<file path="config.mk">
export PLATFORM = sky130hd
export DESIGN_NAME = mem_scrub
export DESIGN_NICKNAME = d
export VERILOG_FILES = /design/src/rtl/mem_scrub.sv
export SDC_FILE = /design/constraint.sdc
export NUM_CORES = 1
export LEC_CHECK = 0
export BUFFER_PORTS_ARGS = -buffer_cell sky130_fd_sc_hd__buf_4
export CORE_UTILIZATION = 50
export DETAILED_ROUTE_END_ITERATION = 8
export PLACE_DENSITY = 0.78
export SYNTH_ARGS = -nofsm -noshare
export SYNTH_HDL_FRONTEND = slang
export SYNTH_SLANG_ARGS = --single-unit
</file>
<file path="constraint.sdc">
create_clock -name clk -period 2.96 [get_ports clk]
set_clock_uncertainty 0.15 [all_clocks]
set_input_delay 0.296 -clock clk [delete_from_list [all_inputs] [get_ports clk]]
set_output_delay 0.296 -clock clk [all_outputs]
set_load 0.005 [all_outputs]
</file>
<file path="src/rtl/mem_scrub.sv">
// -----------------------------------------------------------------------------
// mem_scrub
//   Scrubber for a parity-protected memory that stores DATA_W data bits plus
//   one parity bit. It walks an address range, reads each word and checks that
//   the top bit equals the XOR of the data bits. Errors are reported with their
//   address and the raw word. When fix_en was set at start, the data byte is
//   written back so the memory regenerates correct parity.
//
// Ports
//   clk, rst       clock (rising edge), synchronous active-high reset
//   start          begin a pass (only honoured in IDLE)
//   base_addr      first address of the pass, captured on start
//   count          number of locations, captured on start
//   fix_en         rewrite bad locations, captured on start
//   mem_write      memory write strobe
//   mem_read       memory read strobe
//   mem_address    memory address (driven in ISSUE and FIX, 0 otherwise)
//   mem_data_in    byte to rewrite (memory appends parity)
//   mem_rdata      memory read word, valid the cycle after mem_read
//   busy           pass in progress (ISSUE, CHECK, FIX)
//   done           one-cycle pulse at the end of a pass
//   err_valid      one-cycle pulse per detected parity error
//   err_addr       address of the error, valid with err_valid
//   err_data       raw word read, valid with err_valid
//   err_count      saturating error count for the current/last pass
//   state_dbg      current FSM state encoding, for observation only
//
// Handshake: there is none on the memory side. mem_read is a one-cycle strobe
// and the word is consumed exactly one cycle later; mem_write is a one-cycle
// strobe. The two strobes are never high together.
// -----------------------------------------------------------------------------
module mem_scrub #(
  parameter int ADDR_W = 16,
  parameter int DATA_W = 8,
  parameter int CNT_W  = 16
) (
  input  logic              clk,
  input  logic              rst,
  input  logic              start,
  input  logic [ADDR_W-1:0] base_addr,
  input  logic [CNT_W-1:0]  count,
  input  logic              fix_en,
  output logic              mem_write,
  output logic              mem_read,
  output logic [ADDR_W-1:0] mem_address,
  output logic [DATA_W-1:0] mem_data_in,
  input  logic [DATA_W:0]   mem_rdata,
  output logic              busy,
  output logic              done,
  output logic              err_valid,
  output logic [ADDR_W-1:0] err_addr,
  output logic [DATA_W:0]   err_data,
  output logic [CNT_W-1:0]  err_count,
  output logic [2:0]        state_dbg
);

  typedef enum logic [2:0] {
    S_IDLE  = 3'd0,
    S_ISSUE = 3'd1,
    S_CHECK = 3'd2,
    S_FIX   = 3'd3,
    S_DONE  = 3'd4
  } state_t;

  localparam logic [ADDR_W-1:0] ADDR_ONE = {{(ADDR_W-1){1'b0}}, 1'b1};
  localparam logic [CNT_W-1:0]  CNT_ONE  = {{(CNT_W-1){1'b0}}, 1'b1};

  state_t            state;
  logic [ADDR_W-1:0] cur_addr;
  logic [CNT_W-1:0]  remaining;
  logic              fix_q;
  logic [DATA_W-1:0] fix_byte;
  logic              parity_bad;
  logic              last_loc;

  // Stored parity must equal the XOR of the data bits.
  assign parity_bad = mem_rdata[DATA_W] ^ (^mem_rdata[DATA_W-1:0]);
  assign last_loc   = (remaining == CNT_ONE);

  always_ff @(posedge clk) begin
    if (rst) begin
      state     <= S_IDLE;
      cur_addr  <= '0;
      remaining <= '0;
      fix_q     <= 1'b0;
      fix_byte  <= '0;
      err_count <= '0;
    end else begin
      case (state)
        S_IDLE: begin
          if (start) begin
            cur_addr  <= base_addr;
            remaining <= count;
            fix_q     <= fix_en;
            err_count <= '0;
            state     <= (count == '0) ? S_DONE : S_ISSUE;
          end
        end
        S_ISSUE: state <= S_CHECK;
        S_CHECK: begin
          // Keep the byte so FIX can write it back after mem_rdata moves on.
          fix_byte <= mem_rdata[DATA_W-1:0];
          if (parity_bad && (err_count != '1)) begin
            err_count <= err_count + CNT_ONE;
          end
          if (parity_bad && fix_q) begin
            state <= S_FIX;
          end else begin
            cur_addr  <= cur_addr + ADDR_ONE;
            remaining <= remaining - CNT_ONE;
            state     <= last_loc ? S_DONE : S_ISSUE;
          end
        end
        S_FIX: begin
          cur_addr  <= cur_addr + ADDR_ONE;
          remaining <= remaining - CNT_ONE;
          state     <= last_loc ? S_DONE : S_ISSUE;
        end
        S_DONE:  state <= S_IDLE;
        default: state <= S_IDLE;
      endcase
    end
  end

  // Outputs decode the registered state. Strobes are also masked by rst so a
  // reset landing on an ISSUE/FIX cycle cannot touch the memory.
  always_comb begin
    mem_write   = 1'b0;
    mem_read    = 1'b0;
    mem_address = '0;
    mem_data_in = '0;
    busy        = 1'b0;
    done        = 1'b0;
    err_valid   = 1'b0;
    err_addr    = '0;
    err_data    = '0;
    case (state)
      S_ISSUE: begin
        busy        = 1'b1;
        mem_read    = !rst;
        mem_address = cur_addr;
      end
      S_CHECK: begin
        busy = 1'b1;
        if (parity_bad) begin
          err_valid = 1'b1;
          err_addr  = cur_addr;
          err_data  = mem_rdata;
        end
      end
      S_FIX: begin
        busy        = 1'b1;
        mem_write   = !rst;
        mem_address = cur_addr;
        mem_data_in = fix_byte;
      end
      S_DONE:  done = 1'b1;
      default: ;
    endcase
  end

  assign state_dbg = state;

endmodule

</file>
==> results of run 1 <==
[metal layers]
metal | track usage [%] | vias up | wire [um]
li1 | - | 2063 | -
met1 | 35.9 | 1969 | 4530
met2 | 42.2 | 155 | 4950
met3 | 3.73 | 13 | 724
met4 | 8.50 | 0 | 138
met5 | 0 | - | 0
[through the flow]
| step | total power (W) | std cells | util [%] | hold WS (ps) | area (sq um) |
|---|---|---|---|---|---|
| finish | 0.00222 | 721 | 67.6 | 80.3 | 4900 |
| global route | 0.00234 | 721 | 67.6 | 81.9 | 4900 |
| CTS | 0.00223 | 721 | 67.6 | 71.4 | 4900 |
| detailed placement | 0.00148 | 705 | 64.8 | 294 | 4700 |
| global placement | 0.00146 | 705 | 64.8 | 288 | 4700 |
| floorplan | 0.00130 | 516 | - | 282 | 3760 |
[kinds of logic after synthesis]
kind of cell               synth area share, %
AOI/OAI and AO/OA                         21.4
DFF                                       31.9
and+or+nand+nor                           36.5
buffers and inverters                     4.82
muxes                                    0.299
xor gates and xnor gates                  3.49
adders and majority gates                 1.66
[worst paths after layout]
check / end / slack [ps] / cells past startpoint
max: err_data[0] / 290 / 9
min: fix_byte[6] / 80 / 3
max reg2reg: remaining[0] / 520 / 5
min reg2reg: fix_byte[5] / 300 / 2
[registers in the layout, summed over array words and instances (netlist names)]
signal     flops
cur_addr      16
state_dbg      3
fix_q          1
fix_byte       8
remaining     16
err_count     16
[critical path: cells and delay by family]
family / cells / cell delay, ps
and+or+nand+nor: 2 / 520
adders and majority gates: 1 / 310
xor gates and xnor gates: 3 / 550
buffers and inverters: 3 / 540
[cell usage in the layout (no fill, tap or decap), types with 3 or more instances in the layout]
| master | Yosys | routed |
|---|---|---|
| and2_1 | 45 | 45 |
| o21ai_0 | 30 | 30 |
| inv_1 | 7 | 7 |
| a211oi_1 | 8 | 8 |
| dfxtp_1 | 60 | 60 |
| or3_1 | 11 | 11 |
| o211ai_1 | 6 | 6 |
| or4_1 | 5 | 5 |
| nand4_1 | 9 | 9 |
| ha_1 | 5 | 5 |
| buf_4 | 0 | 128 |
| xor2_1 | 3 | 3 |
| a22oi_1 | 7 | 7 |
| a31oi_1 | 4 | 4 |
| and4_1 | 3 | 3 |
| a21oi_1 | 43 | 43 |
| xnor2_1 | 12 | 12 |
| nand2_1 | 66 | 66 |
| a2bb2oi_1 | 4 | 4 |
| nor2_1 | 45 | 45 |
| clkbuf_8 | 0 | 10 |
| a22o_1 | 3 | 3 |
| nor3_1 | 14 | 14 |
| nor4_1 | 16 | 16 |
| o21a_1 | 3 | 3 |
| nand3_1 | 15 | 15 |
| o31ai_1 | 5 | 5 |
| nand2b_1 | 6 | 5 |
| and3_1 | 12 | 12 |
[final cells by class]
cell class	count	area, sq um	area share [%]
multi-input combinational	411	2390	48.7
sequential	60	1200	24.5
timing repair buffer	128	961	19.6
clock buffer	10	138	2.81
tap	99	124	2.53
clock inverter	6	63.8	1.30
inverter	7	26.3	0.536
[power groups by stage]
stage | clock (W) | sequential (W) | combinational, W
after floorplan | 0 | 0.000927 | 0.000369
after global placement | 0 | 0.000952 | 0.000510
after detailed placement | 0 | 0.000955 | 0.000523
after CTS | 0.000764 | 0.000937 | 0.000525
after global routing | 0.000802 | 0.000949 | 0.000585
final | 0.000752 | 0.000938 | 0.000529
==> results.md, run 1 <==
- Status: finished, final reports clean
- Clock latency on the worst-skew pair: 330 ps
- Clk slew on worst S/H paths: roughly 70 ps
- DRC Markers: 0
- Total core area: roughly 7300 sq um
- Antenna violations before repair: 0
- Layout cells sized above 1: between 20% and 30%
- Die Span X: 88.8 um
- Gate Count Post-Synth: 516
- Min cycle time layout: between 2000 and 3000 ps
- Max-cap violations: 0
- Internal power: 0.00150 W
- Post-route ant nets: 0
- Sequential share of power: 42.3%
- Pre-CTS setup slack: 150 ps
- Drt first pass iters: 5
- #FFs+latches synth: 60
- CTS Buffer Depth: 2
- Synth Net Count: ~570
- Ports: roughly 120
- Cell Rows: 31
- CP startpoint kind: input pin
- Critical path class: input pin to output pin
- Vias in the first global route: 3520
- Die area: slightly below 8000 sq um
- Final setup vio count: 0
- Number of flops mapped to enable cells by yosys: 0
- H-tree Lvls: 3
- Pwr dens: between 400 and 500 nW/um^2
- Post-CTS resize count: 0
- CTS Root Cell: clkbuf_8
- Hold path start: mem_rdata[6]
- Final wirelength: 10300 um
- Final Hold Vio Count: 0
- Initial Utilization: between 50 and 60%
- Die Y: roughly 89 um
- RSZ-0062 raised after global routing: no
- Largest cells by area after synthesis: dfxtp_1 (32%), and2_1 (7.5%), nand2_1 (6.6%)
- Sw frac: around 32%
- Psw: between 0.0007 and 0.0008 W
- Critical-path maximum fanout: 27
- Post-CTS Setup Inserts: 0
- RePlAce Congestion: 0.865
- Predominant post-synthesis flop cell: dfxtp_1
- CP max-delay cell: nor4b_4
- First-pass GRT wire length: roughly 16000 um
- GRT overflow: 0
- CTS tree: built
- 1st-iter DRT viols: between 300 and 400
- Worst VDD drop: between 0.0002 and 0.0003 V
- Routed WL per cell: ~14 um
- Worst-Margin Slew: approximately 650 ps
- Clock sink total: 60
- Req. time, crit path: 2510 ps
- Cell taking the most area after synthesis: dfxtp_1
- Critical Path Start: mem_rdata[4]
- CP Capture Type: output pin
- Fillers: approximately 640
- Final TNS setup: 0 ps
- CTS Buf Count: 9
- DR vias: 4200
- CP Cell Sequence: buf_4 -> xnor2_1 -> xnor2_1 -> xnor2_1 -> ha_1 -> nor4b_4 -> buf_4 -> and2_1 -> buf_4
- Top post-synthesis cells by count: nand2_1 (66), dfxtp_1 (60), and2_1 (45), nor2_1 (45), a21oi_1 (43)
- Yosys cell types: 52
- HP Class: input pin to flop
- Vias per std cell: 5.83
- Post-route clock period utilization: about nine tenths
- PortBufs: between 100 and 150
- Ant. Diodes: 0
- Relative slew margins: between 50 and 60%
- FMAX: about 0.37 GHz
- Leak: 1.99 nW
- Most common cell in the netlist: nand2_1
- CP peak stage delay: 340 ps
- Seq/Total Area, Yosys: a little under a third
- Fin. max-slew vios: 0
- Post-synth ARST share: 0%
- PnR worst setup slack: about 290 ps
- Post-synth top area share: 31.9%
- Layout area overhead: 30.2%
- Post-CTS Hold Buffers: 0
- Syn. warnings: 0
- Pin count of the biggest net entering global routing: a little under 50
- Post-synthesis cell area: about 3800 sq um
- Clock Power Share: about 34%
- DP HPWL: around 7400 um
- Crit path arrival time: 2230 ps
- Gate power share: a little under a quarter
- Tot GR Track Use: between 20% and 30%
- Avg Inst Size Synth: ~7.3 sq um
- Reg-to-reg startpoint: state_dbg[0]
- Final nets: 667
(Power assumes the default switching activity.)
==> inputs of run 2 (changes only) <==
--- a/config.mk
+++ b/config.mk
@@ -5,10 +5,13 @@
 export SDC_FILE = /design/constraint.sdc
 export NUM_CORES = 1
 export LEC_CHECK = 0
+export ABC_AREA = 1
 export BUFFER_PORTS_ARGS = -buffer_cell sky130_fd_sc_hd__buf_4
-export CORE_UTILIZATION = 50
+export CELL_PAD_IN_SITES_DETAIL_PLACEMENT = 1
+export CELL_PAD_IN_SITES_GLOBAL_PLACEMENT = 2
+export CORE_UTILIZATION = 24
 export DETAILED_ROUTE_END_ITERATION = 8
-export PLACE_DENSITY = 0.78
+export PLACE_DENSITY = 0.76
 export SYNTH_ARGS = -nofsm -noshare
 export SYNTH_HDL_FRONTEND = slang
 export SYNTH_SLANG_ARGS = --single-unit
==> constraint.sdc (replaced) <==
create_clock -name clk -period 2.38 [get_ports clk]
set_clock_uncertainty 0.15 [all_clocks]
set_input_delay 0.238 -clock clk [delete_from_list [all_inputs] [get_ports clk]]
set_output_delay 0.238 -clock clk [all_outputs]
set_load 0.005 [all_outputs]
==> run 2 against run 1 <==
  * Clock-buffer cell count up 5
  * Sequential power up 32%
  * Register-to-register slack worse by 230 ps
  * Largest cell class unchanged
  * Critical path depth down 3
  * Synthesized cell count up 38%
  * Highest routed layer unchanged
  * Synthesized area up 13%
  * Via count up 18%
  * Cell area up 17%
  * Setup slack worse by 130 ps
  * Die area up 130%
  * Final cell count up 48%
==> results.md, run 2 <==
- Status: finished, final reports clean
- Critical path class: flop to output pin
- Pre-CTS setup slack: a little under 70 ps
- Syn. warnings: 0
- GRT overflow: 0
- Layout area overhead: 34.9%
- Critical-path maximum fanout: 37
- Die Y: roughly 140 um
- Final wirelength: 16000 um
- FMAX: roughly 0.45 GHz
- Commonest non-fill, non-tap cell in the layout: nand2_1
- CTS Root Cell: clkbuf_16
- Drt first pass iters: 4
- Inst Count DP: between 1000 and 1500
- Crit path arrival time: 1830 ps
- Post-synth top area share: around 28%
- Hold depth: 3
- Seq/Total Area, Yosys: 28.3%
- Die area: around 18000 sq um
- RePlAce Congestion: between 0.8 and 0.9
- Routed WL per cell: 15.0 um
- Non-Filler Instances: between 1000 and 1500
- Gate Count Post-Synth: 713
- Max-cap violations: 0
- Ant. Diodes: 0
- #FFs+latches synth: 60
- Total core area: 17300 sq um
- CP Capture Type: output pin
- DP HPWL: 12400 um
- CTS Buffer Depth: 2
- Clock latency on the worst-skew pair: about 340 ps
- Req. time, crit path: around 2000 ps
- Relative slew margins: 57.9%
- Cell Rows: 48
- Final TNS setup: 0 ps
- CTS tree: built
- H-tree Lvls: 3
- Antenna violations before repair: 0
- DR vias: between 4000 and 5000
- Fin. max-slew vios: 0
- Final Core Density: 33.2%
- DRC Markers: 0
- Synth Net Count: between 700 and 800
- Pin count of the biggest net entering global routing: 38
- Final nets: between 800 and 900
- Clock sink total: 60
- Largest cells by area after synthesis: dfxtp_1 (28%), nand2_1 (16%), nor2_1 (13%)
- Avg Inst Size Synth: between 5 and 6 sq um
- R2R setup slack: just under 300 ps
- CTS Buf Count: 9
- Hold Path End: fix_byte[6]
- Worst VDD drop: 0.000331 V
- Ports: approximately 120
- Biggest regs: cur_addr (16), err_count (16), remaining (16)
- Vias in the first global route: ~5300
- Die Span X: 135 um
- Worst r2r dst: err_count[1]
- HP Class: input pin to flop
- Clk slew on worst S/H paths: about 50 ps
- Reg-to-reg startpoint: err_count[1]
- Most common cell in the netlist: nand2_1
- 1st-iter DRT viols: around 220
- Yosys cell types: 37
- Most frequent cells in the layout: nand2_1 (177), nor2_1 (148), buf_4 (132)
- Tot GR Track Use: between 10% and 20%
- Min cycle time layout: 2220 ps
- RSZ-0062 raised after global routing: no
- Fillers: roughly 2300
- Final Hold Vio Count: 0
- CP startpoint kind: flop
- Post-synth ARST share: 0%
- Post-route ant nets: 0
- Post-synthesis cell area: approximately 4300 sq um
- Hold path start: mem_rdata[6]
- Pwr dens: 653 nW/um^2
- Final setup vio count: 0
- First-pass GRT wire length: around 26000 um
- Top post-synthesis cells by count: nand2_1 (177), nor2_1 (148), inv_1 (69)
- PnR worst setup slack: around 160 ps
- Post-route clock period utilization: 93.4%
- Predominant post-synthesis flop cell: dfxtp_1
- Number of flops mapped to enable cells by yosys: 0
- Vias per std cell: between 4 and 5
- PortBufs: between 100 and 150
- Worst-Margin Slew: about 630 ps
- Cell taking the most area after synthesis: dfxtp_1
- Leak: around 2.5 nW
- Layout cells sized above 1: between 20% and 30%
- Reg2Reg Depth: 9
- Initial Utilization: 24.6%
## run 2: critical path: stages (launching register included)
cell	delay [ps]
dfxtp_1	460
nor2_1	90
nand2_2	210
nand2_8	180
inv_6	290
nand2_1	100
buf_4	150
## run 2: repair_timing
action / in CTS / in global routing
endpoints found under the hold margin: 1 / 0
buffers inserted: 0 / 0
hold buffers: 1 / 0
resized for setup: 0 / 1
endpoints found under the setup margin: 0 / 1
## run 2: where the power goes
group          internal (W)  switching (W)  leakage, nW
Clock              0.000789       0.000479        0.140
Sequential          0.00112       0.000120        0.492
Combinational      0.000480       0.000763         1.91
## run 2: cell families (layout without fill, tap and decap cells)
logic type	after synthesis	after routing	share of synthesized area [%]
compound gates	107	107	13.0
flops	60	60	28.3
buf+inv	104	230	11.1
xor+xnor	14	14	2.88
fa+ha+maj	5	5	1.47
simple gates	423	423	43.3
## run 2: layout make-up
cell class / instances / area (sq um) / area share (%)
well taps: 225 / 282 / 4.91
clock inverters: 1 / 5.00 / 0.0872
clock buffers: 15 / 278 / 4.84
flip-flops and latches: 60 / 1200 / 20.9
multi-input cells: 549 / 2580 / 45.0
repair buffers: 138 / 1100 / 19.2
inverters: 76 / 290 / 5.06
## run 2: worst max-delay path by stage
stage | start | to
final | state_dbg[2] | busy
after global placement | mem_rdata[6] | remaining[5]
after detailed placement | mem_rdata[6] | remaining[5]
after floorplan | mem_rdata[0] | err_addr[10]
after CTS | state_dbg[2] | busy
after global routing | state_dbg[2] | busy
## run 2: routing by layer
layer  up-vias  routed length, um  GRT usage [%]
met4         0                201           4.87
met1      2348               7260           21.7
met5         -                  0              0
met3        17                691           4.88
li1       2504                  -              -
met2        85               7850           32.9
## run 2: stage by stage
step                hold slack [ps]  total power, W  instance area (sq um)
CTS                            49.8         0.00380                   5730
finish                         59.7         0.00375                   5740
global route                   77.1         0.00400                   5740
global placement                294         0.00248                   5440
floorplan                       223         0.00205                   4250
detailed placement              300         0.00252                   5440
==> inputs of run 3 (changes only) <==
==> constraint.sdc (replaced) <==
create_clock -name clk -period 2.38 [get_ports clk]
set_clock_uncertainty 0.15 [all_clocks]
set_input_delay 0.238 -clock clk [delete_from_list [all_inputs] [get_ports clk]]
set_output_delay 0.238 -clock clk [all_outputs]
set_load 0.05 [all_outputs]
==> run 3 against run 2 <==
  * Fmax shrank 1.7%
  * Core utilization grew 0.77 points
  * Critical path depth grew 4
  * Final cell count grew 0.38%
  * Non-clock buffer count grew 4
  * Clock-buffer cell count shrank 4
  * Register-to-register slack gained 30 ps
  * Power grew 11%
  * Hold slack gained 6.7 ps
  * Sequential share of layout area shrank 0.45 points
==> results.md, run 3 (same netlist as run 2, synthesis figures left out) <==
- CP startpoint kind: input pin
- WHS: 66.3 ps
- CTS tree: built
- Initial Utilization: between 20% and 30%
- PortBufs: between 100 and 150
- Die Span X: about 140 um
- Most frequent cells in the layout: nand2_1 (177), nor2_1 (143), buf_4 (128)
- Vias per std cell: between 4 and 5
- Vias in the first global route: around 5100
- Post-CTS Setup Inserts: 0
- H-tree Lvls: 3
- Pre-CTS setup slack: -3.88 ps
- Relative slew margins: 56.4%
- Ports: between 100 and 150
- Min cycle time layout: between 2000 and 2500 ps
- Leak: approximately 2.6 nW
- PnR worst setup slack: approximately 120 ps
- Max-cap violations: 0
- CTS Root Cell: clkbuf_16
- FMAX: 0.443 GHz
- CTS Buf Count: 9
- Total core area: around 17000 sq um
- Layout cells sized above 1: a little under a quarter
- Pwr dens: around 700 nW/um^2
- Fin. max-slew vios: 0
- RePlAce Congestion: between 0.8 and 0.9
- Biggest regs: cur_addr (16), err_count (16), remaining (16)
- 1st-iter DRT viols: between 150 and 200
- Final nets: around 890
- Post-route ant nets: 0
- Final wirelength: ~16000 um
- Worst VDD drop: roughly 0.00032 V
- R2R setup slack: around 320 ps
- Antenna violations before repair: 0
- CP Capture Type: output pin
- Status: finished, final reports clean
- Post-route clock period utilization: between 90% and 100%
- RSZ-0062 raised after global routing: yes
- Final setup vio count: 0
- Clock sink total: 60
- Final Hold Vio Count: 0
- Req. time, crit path: a little under 2000 ps
- Tot GR Track Use: 18.4%
- Critical-path maximum fanout: 16
- Die Y: about 140 um
- Commonest non-fill, non-tap cell in the layout: nand2_1
- Pin count of the biggest net entering global routing: 35
- Clock latency on the worst-skew pair: 340 ps
- GRT overflow: 0
- Drt first pass iters: 4
- Layout area overhead: 38.1%
- HP Class: input pin to flop
- Critical path class: input pin to output pin
- Clk slew on worst S/H paths: about 50 ps
- Ant. Diodes: 0
- DRC Markers: 0
- Crit path arrival time: 1870 ps
- First-pass GRT wire length: ~26000 um
- Cell Rows: 48
- Die area: about 18000 sq um
- DP HPWL: between 10000 and 15000 um
- Routed WL per cell: between 15 and 20 um
- DR vias: between 4000 and 5000
- Worst-Margin Slew: roughly 650 ps
- CTS Buffer Depth: 2
==> run 3: stage by stage <==
stage	power [W]	TNS [ps]	util, %	instances	area, sq um
2_1_floorplan	0.00221	-1690	-	713	4250
3_3_place_gp	0.00269	0	31.8	1051	5500
3_5_place_dp	0.00273	-3.88	31.8	1051	5500
4_1_cts	0.00419	0	33.7	1068	5830
5_1_grt	0.00440	0	33.9	1068	5870
6_report	0.00415	0	33.9	1068	5870
==> run 3: path summary, 6_finish.rpt <==
kind | end | cells after the start | start
worst max-delay path | err_addr[9] | 10 | mem_rdata[6]
worst min-delay path | fix_byte[4] | 3 | mem_rdata[4]
worst max register to register | err_count[1] | 9 | err_count[1]
worst min register to register | fix_byte[2] | 2 | fix_byte[2]
==> run 3: cell type report <==
cell class	instances	area [sq um]
Timing Repair Buffer	142	1180
Multi-Input combinational cell	549	2600
Fill cell	2269	11400
Clock buffer	11	243
Sequential cell	60	1200
Clock inverter	5	75.1
Inverter	76	289
Tap cell	225	282
==> run 3: worst max-delay path, stage by stage <==
cell and delay (ps):
buf_4 130, xnor2_2 170, xor2_1 200, xnor2_1 90
ha_1 360, clkinv_2 120, nand2_1 130, buf_12 170
nor2_1 50, buf_4 190
==> run 3: what timing repair did <==
| item | 4_1_cts | 5_1_grt |
|---|---|---|
| hold buffers | 1 | 0 |
| endpoints found under the setup margin | 16 | 19 |
| endpoints found under the hold margin | 1 | 0 |
| gates resized for setup | 1 | 13 |
==> run 3: power breakdown <==
group	leakage, nW	switching, W	internal [W]	total, W
sequential	0.492	0.000121	0.00112	0.00124
clock	0.159	0.000502	0.000940	0.00144
combinational	1.95	0.000942	0.000525	0.00147
==> run 3: layer usage <==
| metal | part of all wire, % | vias up | GRT usage, % |
|---|---|---|---|
| li1 | - | 2512 | - |
| met1 | 45 | 2347 | 22.4 |
| met2 | 49 | 87 | 32.2 |
| met3 | 4.5 | 12 | 4.65 |
| met4 | 0.96 | 0 | 4.24 |
| met5 | 0 | - | 0 |
